<file path="config.mk">
export PLATFORM = sky130hd
export DESIGN_NAME = grant_burst_ctrl
export DESIGN_NICKNAME = d
export VERILOG_FILES = /design/src/rtl/grant_burst_ctrl.sv
export SDC_FILE = /design/constraint.sdc
export NUM_CORES = 1
export LEC_CHECK = 0
export ABC_AREA = 1
export BUFFER_PORTS_ARGS = -buffer_cell sky130_fd_sc_hd__buf_2
export CELL_PAD_IN_SITES_DETAIL_PLACEMENT = 0
export CELL_PAD_IN_SITES_GLOBAL_PLACEMENT = 1
export CORE_MARGIN = 5
export CORE_UTILIZATION = 24
export CTS_BUF_LIST = sky130_fd_sc_hd__clkbuf_4 sky130_fd_sc_hd__clkbuf_8 sky130_fd_sc_hd__clkbuf_16
export CTS_CLUSTER_DIAMETER = 60
export DETAILED_ROUTE_END_ITERATION = 8
export PLACE_DENSITY = 0.72
export SYNTH_ARGS = -nofsm -noshare
export SYNTH_HDL_FRONTEND = slang
export SYNTH_SLANG_ARGS = --single-unit
</file>
<file path="constraint.sdc">
create_clock -name clk -period 1.24 [get_ports clk]
set_input_delay 0 -clock clk [delete_from_list [all_inputs] [get_ports clk]]
set_output_delay 0 -clock clk [all_outputs]
set_load 0.02 [all_outputs]
</file>
<file path="src/rtl/grant_burst_ctrl.sv">
// Burst controller behind a 3-way round-robin arbiter: latches the one-hot grant
// owner, streams that requester's beats over one valid/ready channel, then pulses done.
module grant_burst_ctrl #(
  parameter int DATA_W = 8,
  parameter int LEN_W  = 4
) (
  input  logic                clk,
  input  logic                rst,
  input  logic [2:0]          grant,
  input  logic [3*DATA_W-1:0] req_data,
  input  logic [3*LEN_W-1:0]  req_len,
  output logic                out_valid,
  input  logic                out_ready,
  output logic [DATA_W-1:0]   out_data,
  output logic [2:0]          ack,
  output logic [2:0]          done,
  output logic                busy,
  output logic [1:0]          owner,
  output logic                err_multi
);

  typedef enum logic [1:0] {
    ST_IDLE = 2'd0,
    ST_XFER = 2'd1,
    ST_DONE = 2'd2
  } state_t;

  state_t           r_state;
  state_t           w_next;
  logic [1:0]       r_owner;
  logic [LEN_W-1:0] r_len;
  logic [LEN_W-1:0] r_cnt;
  logic             r_err;
  logic [1:0]       w_grant_idx;
  logic             w_multi;
  logic [LEN_W-1:0] w_len_sel;
  logic             w_last;
  logic             w_valid;

  function automatic logic [2:0] idx_to_onehot(input logic [1:0] idx);
    logic [2:0] oh;
    case (idx)
      2'd0:    oh = 3'b001;
      2'd1:    oh = 3'b010;
      2'd2:    oh = 3'b100;
      default: oh = 3'b000;
    endcase
    return oh;
  endfunction

  // Lowest-index priority so a malformed multi-bit grant still resolves deterministically.
  always_comb begin
    w_grant_idx = 2'd0;
    if (grant[0]) begin
      w_grant_idx = 2'd0;
    end else if (grant[1]) begin
      w_grant_idx = 2'd1;
    end else if (grant[2]) begin
      w_grant_idx = 2'd2;
    end else begin
      w_grant_idx = 2'd0;
    end
    w_multi = (grant[0] & grant[1]) | (grant[0] & grant[2]) | (grant[1] & grant[2]);
    case (w_grant_idx)
      2'd0:    w_len_sel = req_len[0*LEN_W +: LEN_W];
      2'd1:    w_len_sel = req_len[1*LEN_W +: LEN_W];
      2'd2:    w_len_sel = req_len[2*LEN_W +: LEN_W];
      default: w_len_sel = {LEN_W{1'b0}};
    endcase
  end

  always_ff @(posedge clk) begin
    if (rst) begin
      r_state <= ST_IDLE;
    end else begin
      r_state <= w_next;
    end
  end

  always_comb begin
    w_next = ST_IDLE;
    w_last = (r_cnt == r_len);
    case (r_state)
      ST_IDLE: begin
        if (grant != 3'b000) begin
          w_next = ST_XFER;
        end else begin
          w_next = ST_IDLE;
        end
      end
      ST_XFER: begin
        if (out_ready && w_last) begin
          w_next = ST_DONE;
        end else begin
          w_next = ST_XFER;
        end
      end
      ST_DONE: w_next = ST_IDLE;
      default: w_next = ST_IDLE;
    endcase
  end

  // Compare precedes increment, so an all-ones length yields 2^LEN_W beats without wrap.
  always_ff @(posedge clk) begin
    if (rst) begin
      r_owner <= 2'd0;
      r_len   <= {LEN_W{1'b0}};
      r_cnt   <= {LEN_W{1'b0}};
      r_err   <= 1'b0;
    end else begin
      case (r_state)
        ST_IDLE: begin
          if (grant != 3'b000) begin
            r_owner <= w_grant_idx;
            r_len   <= w_len_sel;
            r_cnt   <= {LEN_W{1'b0}};
            if (w_multi) begin
              r_err <= 1'b1;
            end
          end
        end
        ST_XFER: begin
          if (out_ready && !w_last) begin
            r_cnt <= r_cnt + {{(LEN_W-1){1'b0}}, 1'b1};
          end
        end
        ST_DONE: r_owner <= 2'd0;
        default: begin
          r_owner <= 2'd0;
          r_cnt   <= {LEN_W{1'b0}};
        end
      endcase
    end
  end

  // Handshake outputs are gated by rst so nothing leaks while a burst is being abandoned.
  always_comb begin
    w_valid   = (r_state == ST_XFER) && !rst;
    out_valid = w_valid;
    busy      = (r_state == ST_XFER) || (r_state == ST_DONE);
    owner     = r_owner;
    err_multi = r_err;
    if (w_valid && out_ready) begin
      ack = idx_to_onehot(r_owner);
    end else begin
      ack = 3'b000;
    end
    if ((r_state == ST_DONE) && !rst) begin
      done = idx_to_onehot(r_owner);
    end else begin
      done = 3'b000;
    end
    case (r_owner)
      2'd0:    out_data = req_data[0*DATA_W +: DATA_W];
      2'd1:    out_data = req_data[1*DATA_W +: DATA_W];
      2'd2:    out_data = req_data[2*DATA_W +: DATA_W];
      default: out_data = {DATA_W{1'b0}};
    endcase
  end

endmodule
</file>
==> flow_metrics.tcl <==
set metrics [dict create \
    outcome "finished, violations left" \
    failed_checks "negative setup slack" \
    initial_core_util 0.251 \
    peakVddDrop_mv 0.494 \
    drtPass1Iterations 4 \
    hpwl_mm 2.68 \
    cts_sinks 13 \
    reg2reg_from "r_state[1]" \
    cap_violations 0 \
    drc 0 \
    insertion_delay_ns 0.25 \
    postPlaceCellArea_um2 1420 \
    setup_viol_count_final 2 \
    crit_fanout 4 \
    place_congestion 0.726 \
    comb_power_share 0.572 \
    p_int_mw 1.50 \
    area_growth_pct 65.4 \
    ctsRootBufferMaster "clkbuf_8" \
    hold_end "r_len[0]" \
    arrival_ns 1.24 \
    finalMaxSlewViolations 0 \
    postRouteAntennaNets 0 \
    clock_skew_ns 0.00577 \
    final_net_count 288 \
    tns_ns -0.00452 \
    drt_iter0_markers 34 \
    grt_max_degree 10 \
    n_antenna_cell 0 \
    grt_pass1_vias 1221 \
    hold_path.class "in -> reg" \
    worst_path_largest_cell_delay_ns 0.33 \
    worstMarginPinSlew_ns 0.292 \
    slowest_stage "dfxtp_2" \
    r2r_end "r_len[0]" \
    dp_cells 282 \
    setup.worst_path.end_class "output pin" \
    period_minus_slack_ns 1.24 \
    p_leak_nw 0.832 \
    ys_seq_elements 13 \
    wl_per_cell_um 11.8 \
    hold_start "req_len[4]" \
    htreeDepth 1 \
    seq_area_frac_synth 0.258 \
    rrSetupSlack_ns 0.03 \
    finalInstanceArea_um2 1670 \
    rsz0062_at_grt "yes" \
    ys_types 23 \
    die_w_um 74.9 \
    die_height_um 74.9 \
    layout-drive-gt1-share 0.502 \
    synth_area_per_cell_um2 6.01 \
    core.rowCount 23 \
    p_clk_frac 0.154 \
    via_count 1289 \
    switching_share 0.439 \
    seq_power_share 0.274 \
    grt_overflow 0 \
    cts_hold_buf 0 \
    path_clk_slew_ns 0.05 \
    track_usage 0.121 \
    fmax_ghz 0.805 \
    antenna_found_initial 0 \
    powerDensity_nw_per_um2 1600 \
    via_per_inst 4.43 \
    routed_wl_mm 3.43 \
    hold_path_depth 3 \
    cts_buffer_depth 2 \
    synth_nets 214 \
    dpl_worst_slack_ns -0.0281 \
    io_buffers 60 \
    postSynthCellCount 168 \
    fin_cells 291 \
    synth_warnings 0 \
    fin_ws_ns -0.00233 \
    cp_cell_sequence "inv_2 > ha_4 > inv_6 > nor2_4 > nand2_4 > nor2_2 > buf_6" \
    coreArea_um2 4030 \
    n_fill_cell 444 \
    synth.cell_area_um2 1010 \
    io_pins 61 \
    hold_violations 0 \
    whs_ns 0.0356 \
    worstSetupPathType "reg -> out" \
    power_mw 2.67 \
    r2r_cells 7 \
    p_sw_mw 1.17 \
    tritoncts "built" \
    post-route-util 0.415 \
    cp_data_required_time_ns 1.24 \
    post-route-period-util 1.00 \
    maxSlewHeadroom 0.804 \
    grt_pass1_wl_mm 5.31 \
    numCtsBuffers 3 \
    dieArea_um2 5600 \
    worstSetupStartpointType "flip-flop" \
]
## worst max-delay path: cells and delay by family (launching register included)
family	cells	cell delay (ns)
flip-flops	1	0.33
AND/OR/NAND/NOR	3	0.28
buffers and inverters	3	0.23
adder cells (fa/ha/maj)	1	0.15
## power by group through the flow
stage	registers, mW	clock network (mW)	logic (mW)
after detailed placement	0.669	0	1.28
final	0.731	0.410	1.53
after floorplan	0.651	0	0.910
after global placement	0.669	0	1.28
after global routing	0.746	0.443	1.70
after CTS	0.676	0.426	1.37
## layout by cell type, fill, tap and decap left out, drive strengths merged
cell type and count:
a21oi 12, a41oi 3, buf 70, clkbuf 4, dfxtp 13, ha 4
inv 21, maj3 1, nand2 55, nand3 30, nand4 1, nor2 19
nor4 1, o21ai 6, or2 1
## routing by layer
| layer | global-route usage | share of wire | up-vias |
|---|---|---|---|
| li1 | - | - | 702 |
| met1 | 0.163 | 0.46 | 559 |
| met2 | 0.191 | 0.49 | 22 |
| met3 | 0.0200 | 0.029 | 6 |
| met4 | 0.0474 | 0.020 | 0 |
| met5 | 0 | 0 | - |
## registers in the layout, summed over array words and instances (netlist names)
name,cells
r_state,2
r_len,4
err_multi,1
owner,2
r_cnt,4
## final cells by class
cell class	count	area, um^2	share of cell area
clock buffer	4	48.8	0.0292
inverter	21	86.3	0.0517
multi-input combinational	133	751	0.449
sequential	13	287	0.172
tap	50	62.6	0.0375
timing repair buffer	70	435	0.261
## how the worst max path moves through the flow
| stage | startpoint | end | cells past startpoint | slack [ns] |
|---|---|---|---|---|
| after detailed placement | r_state[0] | r_len[0] | 7 | -0.03 |
| after global placement | r_state[0] | r_len[0] | 7 | -0.003 |
| final | r_state[1] | ack[2] | 7 | -0.002 |
| after floorplan | r_state[1] | ack[0] | 6 | 0.004 |
| after global routing | r_state[1] | ack[2] | 7 | -0.07 |
| after CTS | r_state[1] | ack[2] | 7 | -0.01 |
## kinds of logic after synthesis
| group | Yosys count | share of synthesized area |
|---|---|---|
| fa+ha+maj | 5 | 0.0595 |
| flops | 13 | 0.258 |
| compound gates | 20 | 0.121 |
| buf+inv | 23 | 0.0867 |
| simple gates | 107 | 0.475 |
## what timing repair did
action / CTS / global route
cloned: 1 / 1
gates resized for setup: 18 / 44
buffers inserted: 1 / 2
pin swaps: 0 / 5
endpoints found under the setup margin: 16 / 24
## synthesized netlist by cell type
master    count  share of area
a21oi_1      10          0.050
a21oi_4       1          0.016
a41oi_1       3          0.026
buf_2         1         0.0050
clkbuf_1      1         0.0037
dfxtp_1      13           0.26
ha_1          4          0.050
inv_1        16          0.059
inv_2         5          0.019
maj3_1        1         0.0099
nand2_1      52           0.19
nand2_2       2          0.012
nand2_4       1          0.011
nand3_1      29           0.14
nand3_2       1         0.0099
nand4_1       1         0.0062
nor2_1       15          0.056
nor2_2        3          0.019
nor2_4        1          0.011
nor4_1        1         0.0062
o21ai_0       2         0.0099
o21ai_1       4          0.020
or2_1         1         0.0062
Power figures use the tool's default switching activity.
